==> config.mk <==
export PLATFORM = sky130hd
export DESIGN_NAME = usb_stream_writer
export DESIGN_NICKNAME = d
export VERILOG_FILES = /design/src/rtl/usb_stream_writer.sv
export SDC_FILE = /design/constraint.sdc
export NUM_CORES = 1
export LEC_CHECK = 0
export BUFFER_PORTS_ARGS = -buffer_cell sky130_fd_sc_hd__buf_2
export CAP_MARGIN = 25
export CORE_MARGIN = 5
export CORE_UTILIZATION = 50
export CTS_CLUSTER_DIAMETER = 30
export CTS_CLUSTER_SIZE = 10
export DETAILED_ROUTE_END_ITERATION = 6
export GPL_ROUTABILITY_DRIVEN = 1
export PLACE_DENSITY = 0.84
export SLEW_MARGIN = 20
export SYNTH_ARGS = -nofsm -noshare
export SYNTH_HDL_FRONTEND = slang
export SYNTH_SLANG_ARGS = --single-unit
==> constraint.sdc <==
create_clock -name clock -period 2.3 [get_ports clock]
set_input_delay 0.115 -clock clock [delete_from_list [all_inputs] [get_ports clock]]
set_output_delay 0.115 -clock clock [all_outputs]
set_load 0.03 [all_outputs]
==> src/rtl/usb_stream_writer.sv <==
// usb_stream_writer: drains 10-bit samples from the show-ahead sample FIFO and
// writes them as 16-bit words onto the FX3 slave-FIFO (GPIF) bus in fixed-size
// bursts, paced by the FX3 watermark flag. A test mode substitutes a free-running
// 10-bit counter for the FIFO data.
module usb_stream_writer #(
    parameter int BURST_WORDS = 8192,
    parameter int GAP_CYCLES  = 4
) (
    input  logic        clock,
    input  logic        nReset,
    input  logic        collectEnable,
    input  logic        testMode,
    input  logic [9:0]  fifoData,
    input  logic        fifoEmpty,
    input  logic        fifoHalfFull,
    output logic        fifoAck,
    input  logic        fx3Ready,
    output logic [15:0] fx3Data,
    output logic        fx3nWrite,
    output logic        underrun
);

    typedef enum logic [1:0] {
        IDLE  = 2'd0,
        WAIT  = 2'd1,
        BURST = 2'd2,
        GAP   = 2'd3
    } state_t;

    localparam logic [13:0] LAST_WORD = 14'(BURST_WORDS - 1);
    localparam logic [3:0]  LAST_GAP  = 4'(GAP_CYCLES - 1);

    state_t      r_state;
    state_t      w_nextState;
    logic [13:0] r_wordCount;
    logic [3:0]  r_gapCount;
    logic [9:0]  r_testCounter;
    logic [15:0] r_fx3Data;
    logic        r_fx3nWrite;
    logic        r_underrun;

    logic        w_write;
    logic        w_lastWord;
    logic        w_gapDone;
    logic        w_stall;
    logic        w_startBurst;
    logic        w_enterWait;

    assign fx3Data   = r_fx3Data;
    assign fx3nWrite = r_fx3nWrite;
    assign underrun  = r_underrun;

    // Write qualification, pop strobe and the state-transition helpers.
    always_comb begin
        w_write      = (r_state == BURST) && collectEnable && (testMode || !fifoEmpty);
        w_stall      = (r_state == BURST) && collectEnable && !testMode && fifoEmpty;
        fifoAck      = nReset && w_write && !testMode;
        w_lastWord   = (r_wordCount == LAST_WORD);
        w_gapDone    = (r_gapCount == LAST_GAP);
        w_startBurst = (r_state == WAIT) && (w_nextState == BURST);
        w_enterWait  = (r_state == IDLE) && (w_nextState == WAIT);
    end

    // Next-state logic; dropping collectEnable returns to IDLE from anywhere.
    always_comb begin
        w_nextState = r_state;
        if (!collectEnable) begin
            w_nextState = IDLE;
        end else begin
            unique case (r_state)
                IDLE:    w_nextState = WAIT;
                WAIT:    if (fx3Ready && (testMode || fifoHalfFull)) w_nextState = BURST;
                BURST:   if (w_write && w_lastWord) w_nextState = GAP;
                GAP:     if (w_gapDone) w_nextState = WAIT;
                default: w_nextState = IDLE;
            endcase
        end
    end

    // State, counters, registered bus outputs and the sticky underrun flag.
    always_ff @(posedge clock) begin
        if (!nReset) begin
            r_state       <= IDLE;
            r_wordCount   <= 14'd0;
            r_gapCount    <= 4'd0;
            r_testCounter <= 10'd0;
            r_fx3Data     <= 16'h0000;
            r_fx3nWrite   <= 1'b1;
            r_underrun    <= 1'b0;
        end else begin
            r_state <= w_nextState;

            if (w_startBurst) begin
                r_wordCount <= 14'd0;
            end else if (w_write) begin
                r_wordCount <= w_lastWord ? 14'd0 : r_wordCount + 14'd1;
            end

            if ((r_state == GAP) && collectEnable && !w_gapDone) begin
                r_gapCount <= r_gapCount + 4'd1;
            end else begin
                r_gapCount <= 4'd0;
            end

            if (w_write && testMode) begin
                r_testCounter <= r_testCounter + 10'd1;
            end

            r_fx3nWrite <= !w_write;
            if (w_write) begin
                r_fx3Data <= testMode ? {6'b0, r_testCounter} : {6'b0, fifoData};
            end

            if (w_enterWait) begin
                r_underrun <= 1'b0;
            end else if (w_stall) begin
                r_underrun <= 1'b1;
            end
        end
    end

endmodule

==> impl_metrics.ini, run 1 <==
[outcome]
status = finished clean

[detailed_routing]
drtPass1Iterations = 4
ant_nets = 0
vias = 1688
routed_wl_um = 4230
avgRoutedWirePerCell_um = 13.9
drtIter0Drc = 93
via_per_inst = 5.55
drc = 0

[die]
start_util_pct = 52.8
die_width_um = 72.9
core-area_um2 = 3740
die-area_um2 = 5310
pin_count = 36
dieHeight_um = 72.9
row_count = 22

[critical_path]
cp.arrival_ps = 1720
crit_fanout = 24
critPathKind = register to output port
startpoint_type = register
cp-startpoint = r_state[1]$_SDFF_PN0_
crit_required_ps = 2180
r2r-start = r_wordCount[0]$_SDFFE_PP0N_
r2r_slack_ps = 510
crit_path_end_kind = output port

[pwr]
power_switching_share_pct = 24.1
clkPwrFrac_pct = 37.8
switchingPower_w = 0.000317
internal_power_w = 0.00100
ir_drop_mv = 0.327
p_seq_share_pct = 55.7
cellPowerDensity_nw_per_um2 = 589
leakage_nw = 0.832
pwr-share-comb_pct = 6.4

[clock_tree]
root_buffer = clkbuf_8
cts_hold_buffers = 0
cts_resized = 0
postCtsSetupBuffers = 0
clkSlewWorstSetupHoldPaths_ps = 80
numCtsBuffers = 5
cts_sinks = 42
cts_buffer_depth = 2
insertion_delay_ps = 300
h-tree-depth = 2
cts_tree = done

[logic_synthesis]
synth_warnings = 0
synth.cell_area_um2 = 1980
synth_cell_types = 39
postSynthAreaPerCell_um2 = 8.78
seq_area_frac_synth_pct = 42.6
syn_inst = 225
synth_seq_cells = 42

[sta]
hold_violations = 0
worst_slew_pin_slew_ps = 621
drv_slew = 0
rsz0062_at_grt = no
min_period_ps = 1840
fmax_mhz = 544
slew-limit-headroom_pct = 58.5
finalCritPeriodShare_pct = 80.0
setup_viol = 0
fin_worst_skew_ps = 5.69
tns_ps = 0

[placed_design]
hpwl_um = 3150
place_inst = 296
io_buffers = 29
gp_congestion = 0.889

[final_layout]
nets = 275
syn_to_final_growth_pct = 13.3
drive_above_1_share_pct = 18.4
final_cell_mix = dfxtp_1 (42), nor2_1 (29), buf_2 (29)
fillerInstances = 351
num_antenna_cells = 0
final_cells = 304
final_common_cell = dfxtp_1
seqCellArea_um2 = 841
multi_input_area_um2 = 1050

[grt]
grt_first_pass_wirelength_um = 6890
grt_use_total_pct = 16.6
gr-total-overflow = 0
grt_max_degree = 25
antenna_found_initial = 0
first_global_vias = 1516

[worst_hold_path]
hp-class = input pin to register
min_from = nReset

[flow_run]
max_cap_violations = 0
-- power groups by stage --
stage	clock [W]	combinational, W	sequential (W)
detailed placement	0	0.0000845	0.000751
global route	0.000538	0.0000931	0.000735
floorplan	0	0.0000614	0.000755
finish	0.000499	0.0000849	0.000734
CTS	0.000503	0.0000849	0.000734
global placement	0	0.0000843	0.000751
-- worst max-delay path, cell delays in order (launching register included) --
cell      delay (ps)
dfxtp_1          490
nand3b_4         130
nor2_1           140
buf_4            270
nand2_1          100
nor2_1            90
buf_2            200
-- cell usage after synthesis --
library cell,number,share of area (%)
and4_1,2,0.89
xnor2_1,8,3.5
a211oi_1,11,4.2
and3b_2,1,0.51
nand4b_1,1,0.44
and4b_2,1,0.57
a21oi_1,13,3.3
a21o_1,1,0.38
or3_2,2,0.76
o21ai_0,6,1.5
a31oi_1,1,0.32
a311oi_1,1,0.44
mux2i_1,10,5.1
nor2_1,29,5.5
nand4_1,9,2.8
ha_1,3,1.9
or3_1,4,1.3
nand3b_1,3,1.1
nand2_1,15,2.8
clkbuf_1,5,0.95
and2_1,2,0.63
inv_1,6,1.1
conb_1,1,0.19
nor3_1,2,0.51
buf_4,6,2.3
o21ba_2,1,0.51
o31ai_1,5,1.9
or4_1,5,1.9
xor2_1,6,2.7
nand3b_4,1,1.0
nor4_1,4,1.3
buf_2,3,0.76
and3_1,1,0.32
nand2b_1,1,0.32
o21ai_1,1,0.25
or3_4,1,0.57
nor2b_1,1,0.32
nand3_1,10,2.5
dfxtp_1,42,43
-- state kept, by name, summed over array words and instances (netlist names) --
signal	count
fx3Data	10
underrun	1
fx3nWrite	1
r_state	2
r_gapCount	4
r_testCounter	10
r_wordCount	14
-- final cells by class --
type | count | area share (%)
clock inverter | 2 | 0.559
timing repair buffer | 32 | 7.49
sequential | 42 | 37.6
clock buffer | 6 | 3.69
multi-input combinational | 168 | 47.0
tap | 48 | 2.68
inverter | 6 | 1.01
-- per-layer routing --
layer	vias up	global-route usage, %	wire, um
met2	45	24.7	1990
met4	0	7.99	74
met1	776	22.7	1940
li1	859	-	-
met3	8	3.72	226
met5	-	0	0
-- final timing paths --
check	end	cells past startpoint
max	fifoAck	6
min	fx3nWrite$_SDFF_PN1_	2
max reg2reg	r_wordCount[5]$_SDFFE_PP0N_	5
min reg2reg	r_gapCount[0]$_SDFF_PN0_	1
-- cells by family (layout without fill, tap and decap cells) --
family / after synthesis / count (layout) / synth area share [%]
buffers and inverters: 20 / 46 / 5.13
AO/OA/AOI/OAI: 40 / 40 / 12.8
other: 1 / 6 / 0.190
multiplexers: 10 / 10 / 5.07
adder cells (fa/ha/maj): 3 / 3 / 1.90
flip-flops: 42 / 42 / 42.6
XOR/XNOR: 14 / 14 / 6.21
AND/OR/NAND/NOR: 95 / 95 / 26.2
-- through the flow --
| stage | utilization, % | hold WS [ps] | worst slack (ps) | power [W] | area (um2) |
|---|---|---|---|---|---|
| after CTS | 59.8 | 57.3 | 454 | 0.00132 | 2240 |
| after global placement | 57.3 | 367 | 637 | 0.000835 | 2140 |
| after global routing | 59.8 | 63.1 | 328 | 0.00137 | 2240 |
| final | 59.8 | 62.6 | 461 | 0.00132 | 2240 |
| after detailed placement | 57.3 | 363 | 509 | 0.000836 | 2140 |
| after floorplan | - | 198 | 588 | 0.000817 | 1990 |
Note: power is estimated with default switching activity, not from simulation.
==> run 2: changes to the inputs <==
--- a/config.mk
+++ b/config.mk
@@ -8,12 +8,12 @@
 export BUFFER_PORTS_ARGS = -buffer_cell sky130_fd_sc_hd__buf_2
 export CAP_MARGIN = 25
 export CORE_MARGIN = 5
-export CORE_UTILIZATION = 50
+export CORE_UTILIZATION = 49
 export CTS_CLUSTER_DIAMETER = 30
 export CTS_CLUSTER_SIZE = 10
 export DETAILED_ROUTE_END_ITERATION = 6
 export GPL_ROUTABILITY_DRIVEN = 1
-export PLACE_DENSITY = 0.84
+export PLACE_DENSITY = 0.85
 export SLEW_MARGIN = 20
 export SYNTH_ARGS = -nofsm -noshare
 export SYNTH_HDL_FRONTEND = slang
==> constraint.sdc (replaced) <==
create_clock -name clock -period 1.61 [get_ports clock]
set_input_delay 0.0805 -clock clock [delete_from_list [all_inputs] [get_ports clock]]
set_output_delay 0.0805 -clock clock [all_outputs]
set_load 0.03 [all_outputs]
==> run 2 against run 1 <==
The flow now finishes with violations (setup timing). Power increased by 43%. Core utilization rose by 0.98 points. Design area increased by 7.0%. Sequential power increased by 43%. Sequential share of layout area shrank 2.2 points. Cell count up 5.3%. Combinational power rose by 58%. Routed wire length up 6.5%. Critical path depth decreased by 2. Clock power rose by 41%. Critical endpoint is now r_testCounter[8]$_SDFFE_PN0P_. Worst hold slack worse by 4.2 ps. Setup slack got worse by 470 ps.
==> impl_metrics.ini, run 2 (synthesis results as in run 1) <==
[outcome]
status = finished with violations
violations = setup timing

[detailed_routing]
ant_nets = 0
drtPass1Iterations = 4
avgRoutedWirePerCell_um = 14.1
drc = 0
routed_wl_um = 4510
drtIter0Drc = 91
vias = 1772
via_per_inst = 5.54

[sta]
hold_violations = 0
drv_slew = 0
finalCritPeriodShare_pct = 100
slew-limit-headroom_pct = 53.3
min_period_ps = 1620
fmax_mhz = 619
setup_viol = 1
worst_slew_pin_slew_ps = 700
rsz0062_at_grt = yes
fin_worst_skew_ps = 5.95
holdWs_ps = 58.4
layout_setup_ws_ps = -5.23

[die]
row_count = 23
dieHeight_um = 73.5
start_util_pct = 50.1
die_width_um = 73.5
core-area_um2 = 3940
pin_count = 36
die-area_um2 = 5400

[final_layout]
final_cell_mix = dfxtp_1 (39), buf_2 (28), nor2_1 (27)
drive_above_1_share_pct = 25.9
nets = 289
final_cells = 320
final_common_cell = dfxtp_1
design_area_um2 = 2400
num_antenna_cells = 0
syn_to_final_growth_pct = 21.3
largest_reg_flops = 14
largest_register = r_wordCount

[clock_tree]
root_buffer = clkbuf_8
clkSlewWorstSetupHoldPaths_ps = 70
cts_tree = done
insertion_delay_ps = 300
cts_buffer_depth = 2
cts_hold_buffers = 0
cts_sinks = 42
numCtsBuffers = 5
h-tree-depth = 2

[critical_path]
slowest_delay_ps = 480
cp.arrival_ps = 1830
critPathKind = register to register
crit_family = simple AND/OR/NAND/NOR gates
crit_buf_inv = 0
r2r_slack_ps = -5
slowest_stage = or3_2
startpoint_type = register
crit_fanout = 4
r2r-start = r_state[0]$_SDFF_PN0_
crit_path_end_kind = register
crit_required_ps = 1820
rr_worst_depth = 4
rr_endpoint = r_testCounter[8]$_SDFFE_PN0P_
crit_chain = nand3b_4 -> or3_4 -> or3_2 -> a21oi_1

[grt]
antenna_found_initial = 0
gr-total-overflow = 0
grt_max_degree = 22
grt_first_pass_wirelength_um = 7400
first_global_vias = 1739
grt_use_total_pct = 17.5

[pwr]
internal_power_w = 0.00144
switchingPower_w = 0.000447
ir_drop_mv = 0.414
leakage_nw = 0.912
power_switching_share_pct = 23.8
cellPowerDensity_nw_per_um2 = 786
clkPwrFrac_pct = 37.3
pwr-share-comb_pct = 7.1
p_seq_share_pct = 55.6

[worst_hold_path]
hold_end = fx3nWrite$_SDFF_PN1_
hp-class = input pin to register
holdPathStages = 2
min_from = nReset

[placed_design]
gp_congestion = 0.812
place_ws_ps = -0.0230
hpwl_um = 3170
place_inst = 312
post_dp_cell_area_um2 = 2250
io_buffers = 29

[flow_run]
max_cap_violations = 0
==> run 2: cell types whose count changed in the layout (fill, tap and decap cells not counted), sizes merged <==
cell,previous run,this run
clkbuf,6,7
clkinvlp,1,0
buf,32,46
==> run 2: repair_timing <==
item                       CTS  global route
resized for setup            7             7
setup buffers                0             1
setup endpoints to repair    3            11
pin swaps                    1             3
==> run 2: area by class of cell <==
| class | count | area (um2) |
|---|---|---|
| fillers | 338 | 1550 |
| multi-input cells | 168 | 1080 |
| flip-flops and latches | 42 | 847 |
| repair buffers | 46 | 292 |
| clock buffers | 7 | 86.3 |
| well taps | 50 | 62.6 |
| inverters | 6 | 22.5 |
| clock inverters | 1 | 5.00 |
==> run 2: how the worst max path moves through the flow <==
stage / startpoint / to / slack [ps] / depth (start not counted)
floorplan: r_state[1]$_SDFF_PN0_ / r_testCounter[9]$_SDFFE_PN0P_ / 10 / 4
global placement: r_state[1]$_SDFF_PN0_ / r_testCounter[9]$_SDFFE_PN0P_ / 40 / 4
detailed placement: r_state[1]$_SDFF_PN0_ / r_testCounter[9]$_SDFFE_PN0P_ / -0.02 / 4
CTS: r_state[0]$_SDFF_PN0_ / fifoAck / 20 / 7
global route: r_wordCount[3]$_SDFFE_PP0N_ / r_wordCount[11]$_SDFFE_PP0N_ / -30 / 4
finish: r_state[0]$_SDFF_PN0_ / r_testCounter[8]$_SDFFE_PN0P_ / -5 / 4
==> run 2: metrics by stage <==
step	util [%]	TNS (ps)	total power, W
floorplan	-	0	0.00117
global placement	57.2	0	0.00120
detailed placement	57.2	-0.0230	0.00120
CTS	60.0	0	0.00190
global route	60.8	-63.4	0.00195
finish	60.8	-5.23	0.00188
==> run 2: metal layers <==
layer	global-route usage, %	share of wire (%)
met2	28.6	50
met4	9.66	2.4
met3	3.56	4.5
met1	21.3	43
met5	0	0
==> run 2: power groups by stage <==
stage | Clock, W | Sequential [W] | Combinational, W
5_1_grt | 0.000756 | 0.00105 | 0.000145
2_1_floorplan | 0 | 0.00108 | 0.0000880
3_5_place_dp | 0 | 0.00107 | 0.000130
6_report | 0.000703 | 0.00105 | 0.000134
3_3_place_gp | 0 | 0.00107 | 0.000128
4_1_cts | 0.000722 | 0.00105 | 0.000131
